[src/rtl/mult_share_pkg.sv]
// Shared definitions for the multiplier-sharing arbiter: FSM encoding and default sizes.
package mult_share_pkg;

  typedef enum logic [1:0] {
    IDLE  = 2'd0,
    ISSUE = 2'd1,
    WAIT  = 2'd2,
    RESP  = 2'd3
  } state_t;

  localparam int DEF_NREQ    = 4;
  localparam int DEF_W       = 8;
  localparam int DEF_TIMEOUT = 64;

endpackage

[src/rtl/rr_picker.sv]
// Combinational round-robin picker: first set request at or after the pointer, wrapping.
module rr_picker #(
  parameter int NREQ = 4,
  parameter int PW   = (NREQ > 1) ? $clog2(NREQ) : 1
) (
  input  logic [NREQ-1:0] i_req,
  input  logic [PW-1:0]   i_ptr,
  output logic [NREQ-1:0] o_onehot,
  output logic [PW-1:0]   o_idx,
  output logic            o_valid
);

  logic [PW-1:0] w_cand;

  // Scan from the farthest candidate down so the one nearest the pointer wins.
  always_comb begin
    o_valid  = 1'b0;
    o_idx    = '0;
    o_onehot = '0;
    w_cand   = '0;
    for (int k = NREQ - 1; k >= 0; k--) begin
      w_cand = PW'((int'(i_ptr) + k) % NREQ);
      if (i_req[w_cand]) begin
        o_valid = 1'b1;
        o_idx   = w_cand;
      end
    end
    o_onehot[o_idx] = o_valid;
  end

endmodule

[src/rtl/mult_share_arbiter.sv]
// Round-robin sequencer sharing one start/done multiplier among NREQ requesters,
// with a watchdog that turns a missing done into an error response.
module mult_share_arbiter
  import mult_share_pkg::*;
#(
  parameter int NREQ    = DEF_NREQ,
  parameter int W       = DEF_W,
  parameter int TIMEOUT = DEF_TIMEOUT
) (
  input  logic              clk,
  input  logic              rst,
  input  logic [NREQ-1:0]   req,
  input  logic [NREQ*W-1:0] a_in,
  input  logic [NREQ*W-1:0] b_in,
  output logic [NREQ-1:0]   grant,
  output logic [NREQ-1:0]   ack,
  output logic [2*W-1:0]    resp_product,
  output logic              resp_err,
  output logic              busy,
  output logic              mul_start,
  output logic [W-1:0]      mul_a,
  output logic [W-1:0]      mul_b,
  input  logic              mul_done,
  input  logic [2*W-1:0]    mul_product
);

  localparam int PW = (NREQ > 1) ? $clog2(NREQ) : 1;
  localparam int CW = $clog2(TIMEOUT);
  localparam logic [CW-1:0] WD_LAST  = CW'(TIMEOUT - 1);
  localparam logic [PW-1:0] PTR_LAST = PW'(NREQ - 1);

  state_t            r_state;
  logic [NREQ-1:0]   r_grant;
  logic [NREQ-1:0]   r_ack;
  logic [2*W-1:0]    r_prod;
  logic              r_err;
  logic              r_start;
  logic [W-1:0]      r_a;
  logic [W-1:0]      r_b;
  logic [PW-1:0]     r_ptr;
  logic [PW-1:0]     r_owner;
  logic [CW-1:0]     r_wdog;

  logic [W-1:0]      w_a [NREQ];
  logic [W-1:0]      w_b [NREQ];
  logic [NREQ-1:0]   w_onehot;
  logic [PW-1:0]     w_idx;
  logic              w_valid;

  for (genvar gi = 0; gi < NREQ; gi++) begin : g_unpack
    assign w_a[gi] = a_in[gi*W +: W];
    assign w_b[gi] = b_in[gi*W +: W];
  end

  rr_picker #(
    .NREQ (NREQ),
    .PW   (PW)
  ) u_picker (
    .i_req    (req),
    .i_ptr    (r_ptr),
    .o_onehot (w_onehot),
    .o_idx    (w_idx),
    .o_valid  (w_valid)
  );

  // Outputs are set on the transition into the state in which they must be visible.
  always_ff @(posedge clk) begin
    if (!rst) begin
      r_state <= IDLE;
      r_grant <= '0;
      r_ack   <= '0;
      r_prod  <= '0;
      r_err   <= 1'b0;
      r_start <= 1'b0;
      r_a     <= '0;
      r_b     <= '0;
      r_ptr   <= '0;
      r_owner <= '0;
      r_wdog  <= '0;
    end else begin
      case (r_state)
        IDLE: begin
          if (w_valid) begin
            r_owner <= w_idx;
            r_grant <= w_onehot;
            r_a     <= w_a[w_idx];
            r_b     <= w_b[w_idx];
            r_start <= 1'b1;
            r_state <= ISSUE;
          end
        end
        ISSUE: begin
          r_start <= 1'b0;
          r_wdog  <= '0;
          r_state <= WAIT;
        end
        WAIT: begin
          if (mul_done) begin
            r_prod  <= mul_product;
            r_err   <= 1'b0;
            r_ack   <= r_grant;
            r_state <= RESP;
          end else if (r_wdog == WD_LAST) begin
            r_prod  <= '0;
            r_err   <= 1'b1;
            r_ack   <= r_grant;
            r_state <= RESP;
          end else begin
            r_wdog <= r_wdog + 1'b1;
          end
        end
        RESP: begin
          r_grant <= '0;
          r_ack   <= '0;
          r_err   <= 1'b0;
          r_prod  <= '0;
          r_ptr   <= (r_owner == PTR_LAST) ? '0 : r_owner + 1'b1;
          r_state <= IDLE;
        end
        default: r_state <= IDLE;
      endcase
    end
  end

  assign grant        = r_grant;
  assign ack          = r_ack;
  assign resp_product = r_prod;
  assign resp_err     = r_err;
  assign busy         = (r_state != IDLE);
  assign mul_start    = r_start;
  assign mul_a        = r_a;
  assign mul_b        = r_b;

endmodule

[config.mk]
export PLATFORM = sky130hd
export DESIGN_NAME = mult_share_arbiter
export DESIGN_NICKNAME = d
export VERILOG_FILES = /design/src/rtl/mult_share_pkg.sv /design/src/rtl/rr_picker.sv /design/src/rtl/mult_share_arbiter.sv
export SDC_FILE = /design/constraint.sdc
export NUM_CORES = 1
export LEC_CHECK = 0
export ABC_AREA = 1
export CAP_MARGIN = 20
export CORE_ASPECT_RATIO = 1.1
export CORE_MARGIN = 4
export CORE_UTILIZATION = 46
export CTS_CLUSTER_SIZE = 14
export DETAILED_ROUTE_END_ITERATION = 6
export HOLD_SLACK_MARGIN = 0.08
export PLACE_DENSITY = 0.86
export RECOVER_POWER = 25
export SLEW_MARGIN = 20
export SYNTH_ARGS = -nofsm -noshare
export SYNTH_HDL_FRONTEND = slang
export SYNTH_HIERARCHICAL = 1
export SYNTH_SLANG_ARGS = --single-unit
[constraint.sdc]
create_clock -name clk -period 3.06 [get_ports clk]
set_input_delay 0.306 -clock clk [delete_from_list [all_inputs] [get_ports clk]]
set_output_delay 0.306 -clock clk [all_outputs]
set_load 0.02 [all_outputs]
; ---- Yosys cells after proc, flatten, opt, wreduce, memory -nomap -nowiden
; Cells that the tools add are included.
[totals]
regBits = 54
input_bits = 87
output_inout_bits = 43
word_cells = 92
[op_classes]
n_addsub = 5
order_cmp = 7
eq_ne = 9
muxes = 45
n_bitwise = 2
reduce_logical = 13
[ops]
columns = operator, count
row1 = 8-bit binary-select mux with 2-bit select, 2
row2 = 16-bit 2-to-1 mux, 2
row3 = 8-bit 2-to-1 mux, 4
row4 = 16-bit case mux with 2 select lines, 1
row5 = 2-bit 2-to-1 mux, 8
row6 = 4-bit case mux with 2 select lines, 2
row7 = 2-bit by 3-bit < comparator with 1-bit output (second input constant), 5
row8 = 1-bit 2-to-1 mux, 12
row9 = 4-bit 2-to-1 mux, 3
row10 = 6-bit 2-to-1 mux, 2
row11 = 6-bit case mux with 2 select lines, 1
row12 = 2-bit AND reduction, 5
row13 = 2-bit nonzero test, 5
row14 = 1-bit binary-select mux with 2-bit select, 4
row15 = 2-bit case mux with 4 select lines, 1
row16 = 6-bit by 1-bit adder with 6-bit output (second input constant), 1
row17 = 2-bit equality test (second input constant), 3
row18 = 6-bit equality test (second input constant), 1
row19 = 2-bit by 1-bit adder with 2-bit output (second input constant), 2
row20 = 2-bit adder (second input constant), 2
row21 = 4-bit AND, 1
row22 = 2-bit inequality test (second input constant), 2
row23 = 1-bit case mux with 2 select lines, 2
row24 = 3-bit >= comparator (second input constant), 1
row25 = 9 further kinds, 9

; ---- Depth between registers and ports, before layout
[depth]
depth_word = 14
mapped_depth = 18

; ---- By module
; The synthesis kept the hierarchy.
[by_module_without_submodules]
columns = mod, instances, cells_each, area_each_um2
row1 = mult_share_arbiter, 1, 405, 2726.4
row2 = rr_picker, 1, 52, 275.3

; ---- Worst setup path after synthesis
; Ideal clock, no wire load.
[synth_timing]
kind = reg-to-reg
start = reg r_ptr[0]
end = reg r_b[2] (netlist: mul_b[2])
setup_ns = 0.115
arrival_ns = 1.738
required_ns = 2.945
slack_ns = 1.206
path_stages_with_launch = 17
path_buffers = 3
cell_sequence = dfxtp_1 buf_6 inv_6 nand2_1 nand2_2 nand2_2 nand2_1 nand2_2 nand3_2 nand2_4 buf_2 inv_1 clkbuf_1 o21ai_0 o21ai_0 o21ai_0 inv_1
[synth_between]
elab_chain_len = 11
elab_cells_between_ends = 24
classes_between = add/sub: 3 / mux: 19 / bitwise: 1 / reduce/logical: 1
[synth_rtl]
columns = item, line
row1 = "start, declared", mult_share_arbiter.sv:40  ; logic [PW-1:0] r_ptr;
row2 = "start signal, assigned", mult_share_arbiter.sv:117  ; r_ptr <= (r_owner == PTR_LAST) ? '0 : r_owner + 1'b1;
row3 = 2-bit adder, rr_picker.sv:22  ; w_cand = PW'((int'(i_ptr) + k) % NREQ);
row4 = 1-bit binary-select mux with 2-bit select, rr_picker.sv:23  ; if (i_req[w_cand]) begin
row5 = 1-bit 2-to-1 mux (not written as such), rr_picker.sv:23
row6 = 2-bit 2-to-1 mux (3 in series), rr_picker.sv:23
row7 = 2-bit 2-to-1 mux *, rr_picker.sv:23
row8 = named net w_idx[0], mult_share_arbiter.sv:47  ; logic [PW-1:0] w_idx;
row9 = 2-bit NOT with 3-bit output (not written as such) *, mult_share_arbiter.sv:87  ; r_b <= w_b[w_idx];
row10 = 8-bit binary-select mux with 2-bit select *, mult_share_arbiter.sv:87
row11 = 8-bit 2-to-1 mux (not written as such) * (2 in series), mult_share_arbiter.sv:87
row12 = "end signal, assigned", mult_share_arbiter.sv:87
row13 = "end, declared", mult_share_arbiter.sv:39  ; logic [W-1:0] r_b;
; The timed path passes the listed nets; every way through them passes the cells marked *. The select of a mux whose other input is x is not followed.
; A chain may end at the register's enable or synchronous reset.

; ---- Worst setup path after layout
[layout_timing]
start = reg r_ptr[0]
end = reg r_b[5] (netlist: mul_b[5])
; Same word-level chain as after synthesis.

==> out/metrics.cfg <==
[worst_setup_path]
crit_chain=nand2_1, nand2_2, nand2_1, nand2_1, nand2_2, nand2_2, nand2_2, nand2_4, inv_1, buf_4, o21ai_0, o21ai_0, o21ai_0, inv_1
worstRegToRegCells=14
max_stage_delay_ns=0.62
crit_family=simple AND/OR/NAND/NOR gates
path_buf_inv=3
critPathSlowestCell=dfxtp_1
cp_common_cell=nand2_2
cp_data_arrival_time_ns=2.62
end_kind=flop
startpoint_type=flop
crit_type=flop to flop
path_max_fanout=38
cp.required_ns=3.26
cp.depth=14

[final_layout]
area_growth_pct=47.0
final_nets=666
antenna_cells=0
layout-drive-gt1-share=0.0714

[sta]
fin_setup_tns_ns=0
final_hold_viol_count=0
fin_crit_ns=2.41
fin_crit_sh=0.789
max_freq_mhz=414
rsz0062_at_grt=no
final-setup-viol-count=0
worst_pin_slew_ns=0.739
relSlewSlack=0.507
skew_ns=0.00712
final.setup.worst_slack_ns=0.646
final_max_slew_viol_count=0

[logic_synthesis]
synthesis.area_sq_um=3000
syn_area_per_cell_sq_um=6.57
yosys_warnings=6
syn_nets=550
synth_most_common_cell=nor2_1
synth_area_leaders=dfxtp_1 36%, nor2_1 11%, o21ai_0 11%
ys.flop_type=dfxtp_1
synth.top_cell.area_share=0.360
synthCells=457
synthArstFlopShare=0
synth_top_cell_by_area=dfxtp_1
ys_ff_latch=54
synthTopCellsByCount=89 x nor2_1, 79 x nand2_1, 64 x o21ai_0, 54 x dfxtp_1, 37 x a21oi_1
seq_area_frac_synth=0.360
ys_types=25
synth_edf_count=0

[grt]
grt_pass1_vias=3115
overflow=0
antenna_found_initial=0
grtUsageTotal=0.204
grt_pass1_wl_mm=13.4
grt_max_degree=39

[die]
pin_count=130
coreArea_sq_um=6270
core.rowCount=30
dieArea_sq_um=7880
dieWidth_um=85.0
initial_core_util=0.479
die_h_um=92.7

[status]
status=complete, no violations

[job]
cap_violations=0

[power]
p_sw_frac=0.442
power.density_nw_per_um2=751
p_clk_frac=0.142
p_leak_nw=1.89
comb_power_share=0.560
internal_power_mw=1.85
pwr-share-seq=0.297
netSwitchingPower_mw=1.46
irDropWorstVdd_v=0.000544

[clock_network]
clkTransAtPathRegs_ns=0.10
cts_tree=built
cts_inserted_buffers=5
insertion_delay_ns=0.30
cts_htree_levels=2
clock_path_buffers=2
cts_hold_buf=0
cts.sinks=54
cts_root_buf=clkbuf_8
cts_resized=0
postCtsSetupBuffers=0

[route]
ant_nets=0
drt-pass1-iter-count=4
drt_iter0_markers=115
finalWirelength_mm=8.37
vias=3358
wl_per_cell_um=12.8
drc=0
avgViaCountPerCell=5.13

[place]
dp_hpwl_mm=6.48
gp_congestion=0.826
post-place-ws_ns=0.527
io_buffer_count=129

[hold_path]
holdPathStages=2
hold_path_class=flop to flop

-- path summary, 6_finish.rpt --
kind	start	end	slack, ns
worst max register to register	r_ptr[0]	mul_b[5]	0.65
worst min register to register	ack[0]	ack[0]	0.46
worst min-delay path	ack[0]	ack[0]	0.46
worst max-delay path	r_ptr[0]	mul_b[5]	0.65
-- per-layer routing --
| metal | up-vias | share of wire | GRT usage |
|---|---|---|---|
| met3 | 6 | 0.10 | 0.0801 |
| met1 | 1500 | 0.39 | 0.213 |
| met4 | 0 | 0.0098 | 0.0660 |
| met5 | - | 0 | 0 |
| li1 | 1714 | - | - |
| met2 | 138 | 0.50 | 0.370 |
-- registers in the layout, indices dropped and copies added (netlist names) --
name	flops
r_owner	2
mul_a	8
resp_err	1
mul_b	8
r_state	2
r_wdog	6
mul_start	1
grant	4
ack	4
resp_product	16
r_ptr	2
-- cells by family (layout without fill, tap and decap cells) --
| group | Yosys count | in the layout | share of synthesized area |
|---|---|---|---|
| AOI/OAI and AO/OA | 109 | 109 | 0.189 |
| and+or+nand+nor | 222 | 222 | 0.328 |
| buffers and inverters | 66 | 183 | 0.0980 |
| adders and majority gates | 6 | 6 | 0.0250 |
| DFF | 54 | 54 | 0.360 |
-- worst reg2reg max path: cells and delay by family (launching register included) --
family                 cells  cell delay [ns]
AOI/OAI and AO/OA          3             0.47
and+or+nand+nor            8             0.86
buffers and inverters      3             0.36
DFF                        1             0.62
-- through the flow --
stage / instances / area, sq um / hold slack (ns) / utilization / total power [mW]
3_5_place_dp: 646 / 4300 / 0.456 / 0.686 / 2.88
4_1_cts: 654 / 4410 / 0.469 / 0.704 / 3.36
6_report: 654 / 4410 / 0.460 / 0.704 / 3.31
3_3_place_gp: 646 / 4300 / 0.449 / 0.686 / 2.82
2_1_floorplan: 457 / 3000 / 0.447 / - / 2.25
5_1_grt: 654 / 4410 / 0.487 / 0.704 / 3.60
-- layout by cell type, fill, tap and decap left out --
cell type        netlist  layout
clkdlybuf4s50_1        0     106
o21ai_0               64      64
nand2_1               79      79
nor2_2                 2       2
o21ai_1                4       4
clkinv_1               1       1
nand2_4                3       3
nor2_1                89      89
ha_1                   6       6
inv_1                 31      32
inv_2                  6       5
clkbuf_1              14       1
nand4_1               18      18
inv_6                  1       1
clkinvlp_4             0       1
buf_4                  0       7
clkbuf_8               0       5
o211ai_1               3       3
nand3b_1               4       4
nand2_2               11      11
nand3_2                3       3
o21bai_4               1       1
or2_2                  1       1
a21oi_1               37      37
nand3_1               11      11
nor3_1                 1       1
dfxtp_1               54      54
bufinv_16              0       1
dlygate4sd3_1          0      23
-- final cells by class --
type,instances,area (sq um)
Fill cell,501,1860
Multi-Input combinational cell,337,1630
Timing Repair Buffer,136,1340
Sequential cell,54,1080
Inverter,39,151
Tap cell,80,100
Clock buffer,6,72.6
Clock inverter,2,37.5
-- power by group through the flow --
| stage | registers (mW) | logic, mW | clock network (mW) |
|---|---|---|---|
| finish | 0.986 | 1.86 | 0.472 |
| global route | 1.01 | 2.08 | 0.511 |
| CTS | 0.988 | 1.89 | 0.483 |
| detailed placement | 1.00 | 1.88 | 0 |
| global placement | 0.996 | 1.83 | 0 |
| floorplan | 1.14 | 1.11 | 0 |
No activity file was read; power rests on OpenSTA's default activity.
